==> config.mk <==
export PLATFORM = sky130hd
export DESIGN_NAME = silife_spi_slave
export DESIGN_NICKNAME = d
export VERILOG_FILES = /design/src/rtl/silife_spi_pkg.sv /design/src/rtl/silife_sync2.sv /design/src/rtl/silife_spi_slave.sv
export SDC_FILE = /design/constraint.sdc
export NUM_CORES = 1
export LEC_CHECK = 0
export CORE_ASPECT_RATIO = 0.75
export CORE_MARGIN = 8
export CORE_UTILIZATION = 40
export CTS_CLUSTER_DIAMETER = 40
export DETAILED_ROUTE_END_ITERATION = 16
export SETUP_SLACK_MARGIN = 0.05
export SLEW_MARGIN = 20
export SYNTH_ARGS = -nofsm -noshare
export SYNTH_HDL_FRONTEND = slang
export SYNTH_SLANG_ARGS = --single-unit
==> constraint.sdc <==
create_clock -name clk -period 4.1 [get_ports clk]
set_input_delay 1.23 -clock clk [delete_from_list [all_inputs] [get_ports clk]]
set_output_delay 1.23 -clock clk [all_outputs]
set_load 0.05 [all_outputs]
==> src/rtl/silife_spi_pkg.sv <==
// Shared constants for the silife SPI slave (word width, synchronizer depth).
package silife_spi_pkg;
   localparam int unsigned SPI_WORD_BITS = 16;
   localparam int unsigned SYNC_STAGES   = 2;
   localparam int unsigned CNT_BITS      = $clog2(SPI_WORD_BITS);

   typedef logic [SPI_WORD_BITS-1:0] spi_word_t;
endpackage

==> src/rtl/silife_sync2.sv <==
// Multi-flop synchronizer for one asynchronous input bit, cleared by reset.
module silife_sync2
   import silife_spi_pkg::*;
(
   input  logic clk,
   input  logic reset,
   input  logic i_d,
   output logic o_q
);

   logic [SYNC_STAGES-1:0] r_sync;

   always_ff @(posedge clk) begin
      if (reset) begin
         r_sync <= '0;
      end else begin
         r_sync <= {r_sync[SYNC_STAGES-2:0], i_d};
      end
   end

   assign o_q = r_sync[SYNC_STAGES-1];

endmodule

==> src/rtl/silife_spi_slave.sv <==
// Mode-0 SPI receive-only slave, 16-bit MSB-first words, oversampled on clk.
// Optional idle timeout on partial words: define SILIFE_SPI_SLAVE_TIMEOUT_EN.
module silife_spi_slave
   import silife_spi_pkg::*;
#(
   parameter int unsigned TIMEOUT_CYCLES = 64
) (
   input  logic                     clk,
   input  logic                     reset,
   input  logic                     i_sck,
   input  logic                     i_mosi,
   input  logic                     i_cs_n,
   output logic [SPI_WORD_BITS-1:0] o_word,
   output logic                     o_valid,
   output logic                     o_frame_err,
   output logic                     o_busy
);

   localparam logic [CNT_BITS-1:0] LAST_BIT = CNT_BITS'(SPI_WORD_BITS - 1);

   if (TIMEOUT_CYCLES < 2) begin : g_bad_timeout
      $error("TIMEOUT_CYCLES must be at least 2");
   end

   logic w_sck;
   logic w_mosi;
   logic w_cs_n;
   logic w_rise;

   logic                     r_sck_d;
   logic [CNT_BITS-1:0]      r_cnt;
   // The 16th bit never needs storing: it goes straight from mosi into o_word.
   logic [SPI_WORD_BITS-2:0] r_shift;
   spi_word_t                r_word;
   logic                     r_valid;
   logic                     r_frame_err;
   logic                     r_busy;

   silife_sync2 u_sync_sck  (.clk(clk), .reset(reset), .i_d(i_sck),  .o_q(w_sck));
   silife_sync2 u_sync_mosi (.clk(clk), .reset(reset), .i_d(i_mosi), .o_q(w_mosi));
   silife_sync2 u_sync_cs_n (.clk(clk), .reset(reset), .i_d(i_cs_n), .o_q(w_cs_n));

   assign w_rise = w_sck & ~r_sck_d;

`ifdef SILIFE_SPI_SLAVE_TIMEOUT_EN
   localparam int unsigned IDLE_BITS = $clog2(TIMEOUT_CYCLES + 1);
   localparam logic [IDLE_BITS-1:0] IDLE_LAST = IDLE_BITS'(TIMEOUT_CYCLES - 1);
   logic [IDLE_BITS-1:0] r_idle;
`endif

   always_ff @(posedge clk) begin
      if (reset) begin
         r_sck_d     <= 1'b0;
         r_cnt       <= '0;
         r_shift     <= '0;
         r_word      <= '0;
         r_valid     <= 1'b0;
         r_frame_err <= 1'b0;
         r_busy      <= 1'b0;
`ifdef SILIFE_SPI_SLAVE_TIMEOUT_EN
         r_idle      <= '0;
`endif
      end else begin
         r_sck_d     <= w_sck;
         r_valid     <= 1'b0;
         r_frame_err <= 1'b0;
         r_busy      <= (r_cnt != '0);
         if (w_cs_n) begin
            r_frame_err <= (r_cnt != '0);
            r_cnt       <= '0;
            r_shift     <= '0;
`ifdef SILIFE_SPI_SLAVE_TIMEOUT_EN
            r_idle      <= '0;
`endif
         end else if (w_rise) begin
            r_shift <= {r_shift[SPI_WORD_BITS-3:0], w_mosi};
            r_cnt   <= r_cnt + CNT_BITS'(1);
            if (r_cnt == LAST_BIT) begin
               r_word  <= {r_shift, w_mosi};
               r_valid <= 1'b1;
            end
`ifdef SILIFE_SPI_SLAVE_TIMEOUT_EN
            r_idle  <= '0;
         end else if (r_cnt != '0) begin
            if (r_idle == IDLE_LAST) begin
               r_cnt       <= '0;
               r_shift     <= '0;
               r_idle      <= '0;
               r_frame_err <= 1'b1;
            end else begin
               r_idle <= r_idle + IDLE_BITS'(1);
            end
`endif
         end
      end
   end

   assign o_word      = r_word;
   assign o_valid     = r_valid;
   assign o_frame_err = r_frame_err;
   assign o_busy      = r_busy;

endmodule

# After elaboration in Yosys (flattened, before gate mapping)
# Cells that the tools add are included.
# W data, S select, Z words.
op_classes:
  n_addsub: 1
  eq_ne: 1
  muxes: 1
  bitwise: 4
  reduce_logical: 5
op_table:
  columns: ["cell", "count"]
  rows:
  - ["$add A4 B1 Y4 const B", 1]
  - ["$eq A4 B4 Y1 const B", 1]
  - ["$reduce_bool A4 Y1", 1]
  - ["$reduce_or A2 Y1", 2]
  - ["$not A1 Y1", 3]
  - ["$reduce_and A3 Y1", 1]
  - ["$reduce_or A3 Y1", 1]
  - ["$and A1 B1 Y1", 1]
  - ["$mux W1", 1]
word_totals:
  regBits: 45
  in_bits: 5
  out_inout_bits: 19
  word_cells: 22

# Logic depth before layout (Yosys ltp)
# Gate-level depths: netlist of the first run.
logic_depth:
  ltp_word: 4
  ltp_mapped: 5
  mapped_depth_nobuf: 4

# Hierarchy
# From an unflattened synthesis of the first run, not the netlist that was laid out.
hier_totals:
  hier_cells: 182
  area_unflattened_um2: 1726.7
by_module_without_submodules:
  columns: ["module", "instances", "cells_per_inst", "area_per_inst_um2", "seq_area_each_um2"]
  rows:
  - ["silife_spi_slave", 1, 170, 1569.0, 780.7]
  - ["silife_sync2", 3, 4, 52.6, 40.0]

# Worst setup path before layout of the first run
# Ideal clock, no wire load.
synth_timing:
  kind: "input to register"
  from: "input reset"
  to: "register r_cnt[0]"
  setup_time_ps: 70
  arrival_ps: 1940
  t_required_ps: 4030
  setup_slack_ps: 2090
  cell_stages: 4
  n_path_buf: 2
  path_cell_list: "or2_2 buf_2 clkbuf_1 a21oi_1"
synth_via:
  elab_chain_len: 1
synth_lines:
  columns: ["item", "line_no", "rtl"]
  rows:
  - ["start, declared", "silife_spi_slave.sv:9", "input logic reset,"]
  - ["$reduce_or A2 Y1 (no source line)", null, null]
  - ["end signal, assigned", "silife_spi_slave.sv:77", "r_cnt <= r_cnt + CNT_BITS'(1);"]
  - ["end, declared", "silife_spi_slave.sv:31", "logic [CNT_BITS-1:0] r_cnt;"]
# Every way passes these cells.
# A chain may end at the register's enable or synchronous reset.

# Worst setup path in the final report of the first run
layout_timing:
  from: "register r_word[1], in the netlist o_word[1]"
  to: "output o_word[1]"
layout_lines:
  columns: ["item", "line_no", "rtl"]
  rows:
  - ["start, declared", "silife_spi_slave.sv:34", "spi_word_t r_word;"]
  - ["start signal, assigned", "silife_spi_slave.sv:79", "r_word <= {r_shift, w_mosi};"]
  - ["end, declared", "silife_spi_slave.sv:13", "output logic [SPI_WORD_BITS-1:0] o_word,"]
# No word-level cell between the ends.

==> results.cfg, run 1 <==
[outcome]
outcome = finished clean

[pwr]
peakVddDrop_mv = 0.1711
p_leak_nw = 0.6772
power_density_nw_per_um2 = 349.5

[setup_path]
cpPeakStageDelay_ns = 0.81
worstSetupPathType = reg2out
required_time_worst_endpoint_ns = 2.87
worst_setup_path_start_kind = flip-flop
critical-path-top-delay-family = buffers and inverters
worstPathCellList = clkdlybuf4s50_1
critical_path_arrival_ns = 1.45
crit_buf_inv = 1
path_max_fanout = 2
critical-path-slowest-cell = sky130_fd_sc_hd__clkdlybuf4s50_1
end_kind = output port

[clock_network]
clkSinkCount = 45
ctsHtreeMaxLevel = 2
cts_hold_buf = 0
cts.repair.resized = 0
clk_path_buf_depth = 2
cts_inserted_buffers = 5
post_cts_buffers = 0
clockRootBuffer = sky130_fd_sc_hd__clkbuf_8
clock_latency_reported_for_the_late_side_of_the_worst_skew_pair_ns = 0.28
cts_tree = built
clk_pin_slew_ns = 0.08

[logic_synthesis]
synthesis.area_sq_um = 1730
synth_cells = 183
netlist.area_leader.share = 0.5206
yosys-top-cells-area = sky130_fd_sc_hd__dfxtp_1 (52%), sky130_fd_sc_hd__nand2b_1 (12%), sky130_fd_sc_hd__mux2i_1 (9.3%), sky130_fd_sc_hd__nand2_1 (7.8%), sky130_fd_sc_hd__a21oi_1 (5.5%)
postSynthRegisterBits = 45
ys_warn_count = 0
synth-async-reset-ratio = 0
synth_fp_nets = 190
synth-main-ff-cell = sky130_fd_sc_hd__dfxtp_1
synth_sequential_area_ratio = 0.5206
post-synth-top-area-cell = sky130_fd_sc_hd__dfxtp_1
number_of_enable_type_register_cells_in_the_synthesized_netlist = 0
yosys_cell_types = 23
synthMostInstantiatedCell = sky130_fd_sc_hd__dfxtp_1
syn_area_per_cell_sq_um = 9.456
commonest_cells_post_synth = sky130_fd_sc_hd__dfxtp_1 (45), sky130_fd_sc_hd__nand2_1 (36), sky130_fd_sc_hd__nand2b_1 (32)

[grt]
grt_antenna_before_repair = 0
grt_use_met3 = 0.04625
globalRouteMet1Util = 0.1136
grtUsageMet2 = 0.1622
track_usage = 0.1003
grt_start_max_net_pins = 23
global_route.peak_usage_layer = met2
globalRoute.totalOverflow = 0
grt_pass1_wl_microns = 5354
first_global_vias = 1201

[placed_design]
place_congestion = 0.7056
numPortBuffers = 23
detailed_place_hpwl_microns = 2069
pre_cts_ws_ns = 1.231
placedCellCount = 251

[finish]
n_antenna_cell = 0
utilization = 0.5006
multiInputGateArea_sq_um = 765.7
synthToLayoutAreaGrowth_pct = 18.73
regArea_sq_um = 900.9
post_layout_nonfiller_instances = 257
fill_cells = 383
finalNetCount = 210
drive_gt1_frac = 0.05446

[timing]
setup_failing_eps_final = 0
worst_clock_skew_ns = 0.003437
worst_hold_slack_ns = 0.4408
final_hold_viol_count = 0
worst_case_headroom_to_the_max_slew_limit = 0.3265
finalCriticalPeriod_ns = 2.676
finalWorstSetupSlack_ns = 1.424
timing.setup.tns_ns = 0
finalCritPeriodShare = 0.6526
grt_setup_unrepaired = no
worst_margin_slew_ns = 1.007
timing.final.max_slew_violations = 0
timing.fmax_mhz = 373.8

[floorplan]
die-width_microns = 91.95
boundaryPins = 24
floorplan.die_area_sq_um = 6708
die_y_microns = 72.96
core_sq_um = 4104
start_util = 0.4216
row_count = 20

[route]
wl_per_cell_microns = 11.97
drt_first_iter_violations = 79
detail_route.first_pass.iterations = 4
routed_via_density = 4.685
finalWirelength_microns = 3076
via_count = 1204
detail_route.drc_violations = 0
antenna_violating_nets_post_route = 0

[job]
drv.max_cap_violation_count = 0

[hold_path]
hp-class = reg2reg
-- sequential cells by signal, summed over array words and instances (netlist names) --
name / count
r_shift: 15
o_word: 16
o_busy: 1
o_frame_err: 1
u_sync_sck.r_sync: 2
r_sck_d: 1
r_cnt: 4
u_sync_cs_n.r_sync: 2
o_valid: 1
u_sync_mosi.r_sync: 2
-- layer usage --
layer | vias up | wire length, microns | share of wire
met2 | 23 | 1477 | 0.48
met3 | 2 | 160 | 0.052
met5 | - | 0 | 0
met4 | 0 | 21 | 0.0068
li1 | 618 | - | -
met1 | 561 | 1416 | 0.46
-- final cells by class --
type | count | share of cell area
timing repair buffer | 24 | 0.1157
multi-input combinational | 125 | 0.3727
inverter | 2 | 0.003654
clock buffer | 5 | 0.03350
tap | 55 | 0.03350
sequential | 45 | 0.4385
clock inverter | 1 | 0.002436
-- power by group --
group          leakage [nW]  switching (W)  internal, W
clock                0.0399       0.000134     0.000112
combinational         0.274      0.0000154    0.0000127
sequential            0.364     0.00000253     0.000441
-- placed cells by master (no fill, tap or decap) --
master | netlist | final
sky130_fd_sc_hd__dfxtp_1 | 45 | 45
sky130_fd_sc_hd__nand2_1 | 36 | 36
sky130_fd_sc_hd__nand2b_1 | 32 | 32
sky130_fd_sc_hd__clkdlybuf4s50_1 | 0 | 23
sky130_fd_sc_hd__a21oi_1 | 19 | 19
sky130_fd_sc_hd__mux2i_1 | 16 | 16
sky130_fd_sc_hd__nor2b_1 | 8 | 7
sky130_fd_sc_hd__clkbuf_8 | 0 | 5
sky130_fd_sc_hd__inv_1 | 2 | 2
sky130_fd_sc_hd__nor2_1 | 2 | 2
sky130_fd_sc_hd__ha_1 | 2 | 2
sky130_fd_sc_hd__nor2b_2 | 0 | 1
sky130_fd_sc_hd__or2b_1 | 1 | 1
sky130_fd_sc_hd__or2_2 | 1 | 1
sky130_fd_sc_hd__nand3b_4 | 1 | 1
sky130_fd_sc_hd__nor3_4 | 1 | 1
sky130_fd_sc_hd__nand3b_1 | 1 | 1
sky130_fd_sc_hd__xor2_1 | 1 | 1
sky130_fd_sc_hd__o21ai_0 | 1 | 1
sky130_fd_sc_hd__or3_1 | 1 | 1
sky130_fd_sc_hd__nor4_1 | 1 | 1
sky130_fd_sc_hd__and2_1 | 1 | 1
sky130_fd_sc_hd__clkinv_2 | 0 | 1
sky130_fd_sc_hd__buf_4 | 0 | 1
-- final timing paths --
path | start | to | slack (ns) | depth (start not counted)
min reg2reg | u_sync_cs_n.r_sync[0] | u_sync_cs_n.r_sync[1] | 0.44 | 1
max reg2reg | r_cnt[0] | o_word[4] | 2.29 | 4
max | o_word[1] | o_word[1] | 1.42 | 1
min | u_sync_cs_n.r_sync[0] | u_sync_cs_n.r_sync[1] | 0.44 | 1
-- through the flow --
| step | total power [W] | cell area [sq um] |
|---|---|---|
| 2_1_floorplan | 0.0004738 | 1730 |
| 3_3_place_gp | 0.0004815 | 1978 |
| 3_5_place_dp | 0.0004825 | 1981 |
| 4_1_cts | 0.0007281 | 2054 |
| 5_1_grt | 0.0007482 | 2054 |
| 6_report | 0.0007179 | 2054 |
-- cell families after synthesis --
family	share of synthesized area
xor+xnor	0.005062
simple gates	0.2712
flops	0.5206
mux	0.09255
buf+inv	0.03831
fa+ha+maj	0.01446
compound gates	0.05784
(Power assumes the default switching activity.)
==> run 2, diff against run 1 <==
- clock period: 4.1 -> 2.5 ns (I/O delays scaled with it)
==> run 2 against run 1 <==
  * Critical endpoint is now o_word[0]
  * Register-to-register slack got worse by 1.5 ns
  * Clock skew increased by 0.00056 ns
  * First-iteration DRC count decreased by 1.3%
==> results.cfg, run 2 (same netlist as run 1, synthesis figures left out) <==
[timing]
timing.fmax_mhz = 456.4
worst_clock_skew_ns = 0.004001
finalCriticalPeriod_ns = 2.191
finalCritPeriodShare = 0.8765
worst_margin_slew_ns = 0.5706
setup_failing_eps_final = 0
grt_setup_unrepaired = no
final_hold_viol_count = 0
worst_case_headroom_to_the_max_slew_limit = 0.6196
timing.final.max_slew_violations = 0
timing.setup.tns_ns = 0

[floorplan]
row_count = 20
floorplan.die_area_sq_um = 6708
boundaryPins = 24
core_sq_um = 4104
die_y_microns = 72.96
start_util = 0.4216
die-width_microns = 91.95

[setup_path]
worstSetupPathType = reg2out
reg2reg_slack_ns = 0.80
critical-path-top-delay-family = buffers and inverters
worst_setup_path_start_kind = flip-flop
cpPeakStageDelay_ns = 0.81
path_max_fanout = 2
end_kind = output port
critical-path-slowest-cell = sky130_fd_sc_hd__clkdlybuf4s50_1
crit_buf_inv = 1
critical_path_arrival_ns = 1.44
required_time_worst_endpoint_ns = 1.75
worstPathCellList = clkdlybuf4s50_1

[clock_network]
clockRootBuffer = sky130_fd_sc_hd__clkbuf_8
cts_tree = built
ctsHtreeMaxLevel = 2
cts_inserted_buffers = 5
cts.repair.resized = 0
clock_latency_reported_for_the_late_side_of_the_worst_skew_pair_ns = 0.28
clk_pin_slew_ns = 0.07
clkSinkCount = 45
cts_hold_buf = 0
post_cts_buffers = 0
clk_path_buf_depth = 2

[finish]
regArea_sq_um = 900.9
synthToLayoutAreaGrowth_pct = 20.25
finalNetCount = 213
flip_flop_count_of_the_largest_register_all_copies_and_words_added = 16
final_common_cell = sky130_fd_sc_hd__dfxtp_1
fill_cells = 403
n_antenna_cell = 0
drive_gt1_frac = 0.05797
most-common-layout-cells = sky130_fd_sc_hd__dfxtp_1 (45), sky130_fd_sc_hd__nand2_1 (36), sky130_fd_sc_hd__nand2b_1 (32)
multiInputGateArea_sq_um = 763.2

[grt]
grt_use_met3 = 0.04214
globalRouteMet1Util = 0.1106
globalRoute.totalOverflow = 0
grt_pass1_wl_microns = 5354
track_usage = 0.1001
first_global_vias = 1212
grt_start_max_net_pins = 26
global_route.peak_usage_layer = met2
grtUsageMet2 = 0.1685
grt_antenna_before_repair = 0

[route]
finalWirelength_microns = 3055
via_count = 1188
antenna_violating_nets_post_route = 0
detail_route.drc_violations = 0
detail_route.first_pass.iterations = 4
routed_via_density = 4.534
wl_per_cell_microns = 11.66
drt_first_iter_violations = 78

[placed_design]
place_congestion = 0.6989
numPortBuffers = 23
detailed_place_hpwl_microns = 2094

[outcome]
outcome = finished clean

[pwr]
peakVddDrop_mv = 0.3695
power_density_nw_per_um2 = 569.2
p_leak_nw = 0.6922
finalPower_w = 0.001184

[job]
drv.max_cap_violation_count = 0

[hold_path]
hp-class = reg2reg
==> run 2: cell types whose count changed in the layout (fill, tap and decap cells not counted), sizes merged <==
| cell | previous run | this run |
|---|---|---|
| buf | 1 | 4 |
| clkinv | 1 | 0 |
| clkbuf | 5 | 8 |
==> run 2: worst paths after layout <==
kind	start	end	cells past startpoint
setup / recovery	o_word[0]	o_word[0]	1
hold reg to reg	u_sync_mosi.r_sync[0]	u_sync_mosi.r_sync[1]	1
setup reg to reg	r_cnt[1]	o_word[6]	5
hold / removal	u_sync_mosi.r_sync[0]	u_sync_mosi.r_sync[1]	1
==> run 2: metrics by stage <==
step | instance area (sq um) | cells | utilization | setup slack, ns | hold slack [ns]
after floorplan | 1730 | 183 | - | 0.9697 | 0.4138
after global placement | 2001 | 254 | 0.4875 | 0.6304 | 0.4239
after detailed placement | 2001 | 254 | 0.4875 | 0.5757 | 0.4306
after CTS | 2081 | 262 | 0.5070 | 0.2862 | 0.4480
after global routing | 2081 | 262 | 0.5070 | 0.2538 | 0.4668
final | 2081 | 262 | 0.5070 | 0.3087 | 0.4431
==> run 2: power by group <==
part | switching [W] | internal, W
clock network | 0.000211 | 0.000198
registers | 0.00000399 | 0.000723
logic | 0.0000256 | 0.0000224
total | 0.000241 | 0.000944
==> run 2: area by class of cell <==
| cell class | count | area share |
|---|---|---|
| multi-input cells | 125 | 0.3668 |
| inverters | 2 | 0.003608 |
| repair buffers | 27 | 0.1251 |
| clock buffers | 8 | 0.03848 |
| flip-flops and latches | 45 | 0.4330 |
| well taps | 55 | 0.03307 |
==> run 2: metal layers <==
| layer | wire [microns] | vias to the layer above |
|---|---|---|
| li1 | - | 625 |
| met1 | 1411 | 546 |
| met2 | 1493 | 15 |
| met3 | 136 | 2 |
| met4 | 14 | 0 |
| met5 | 0 | - |
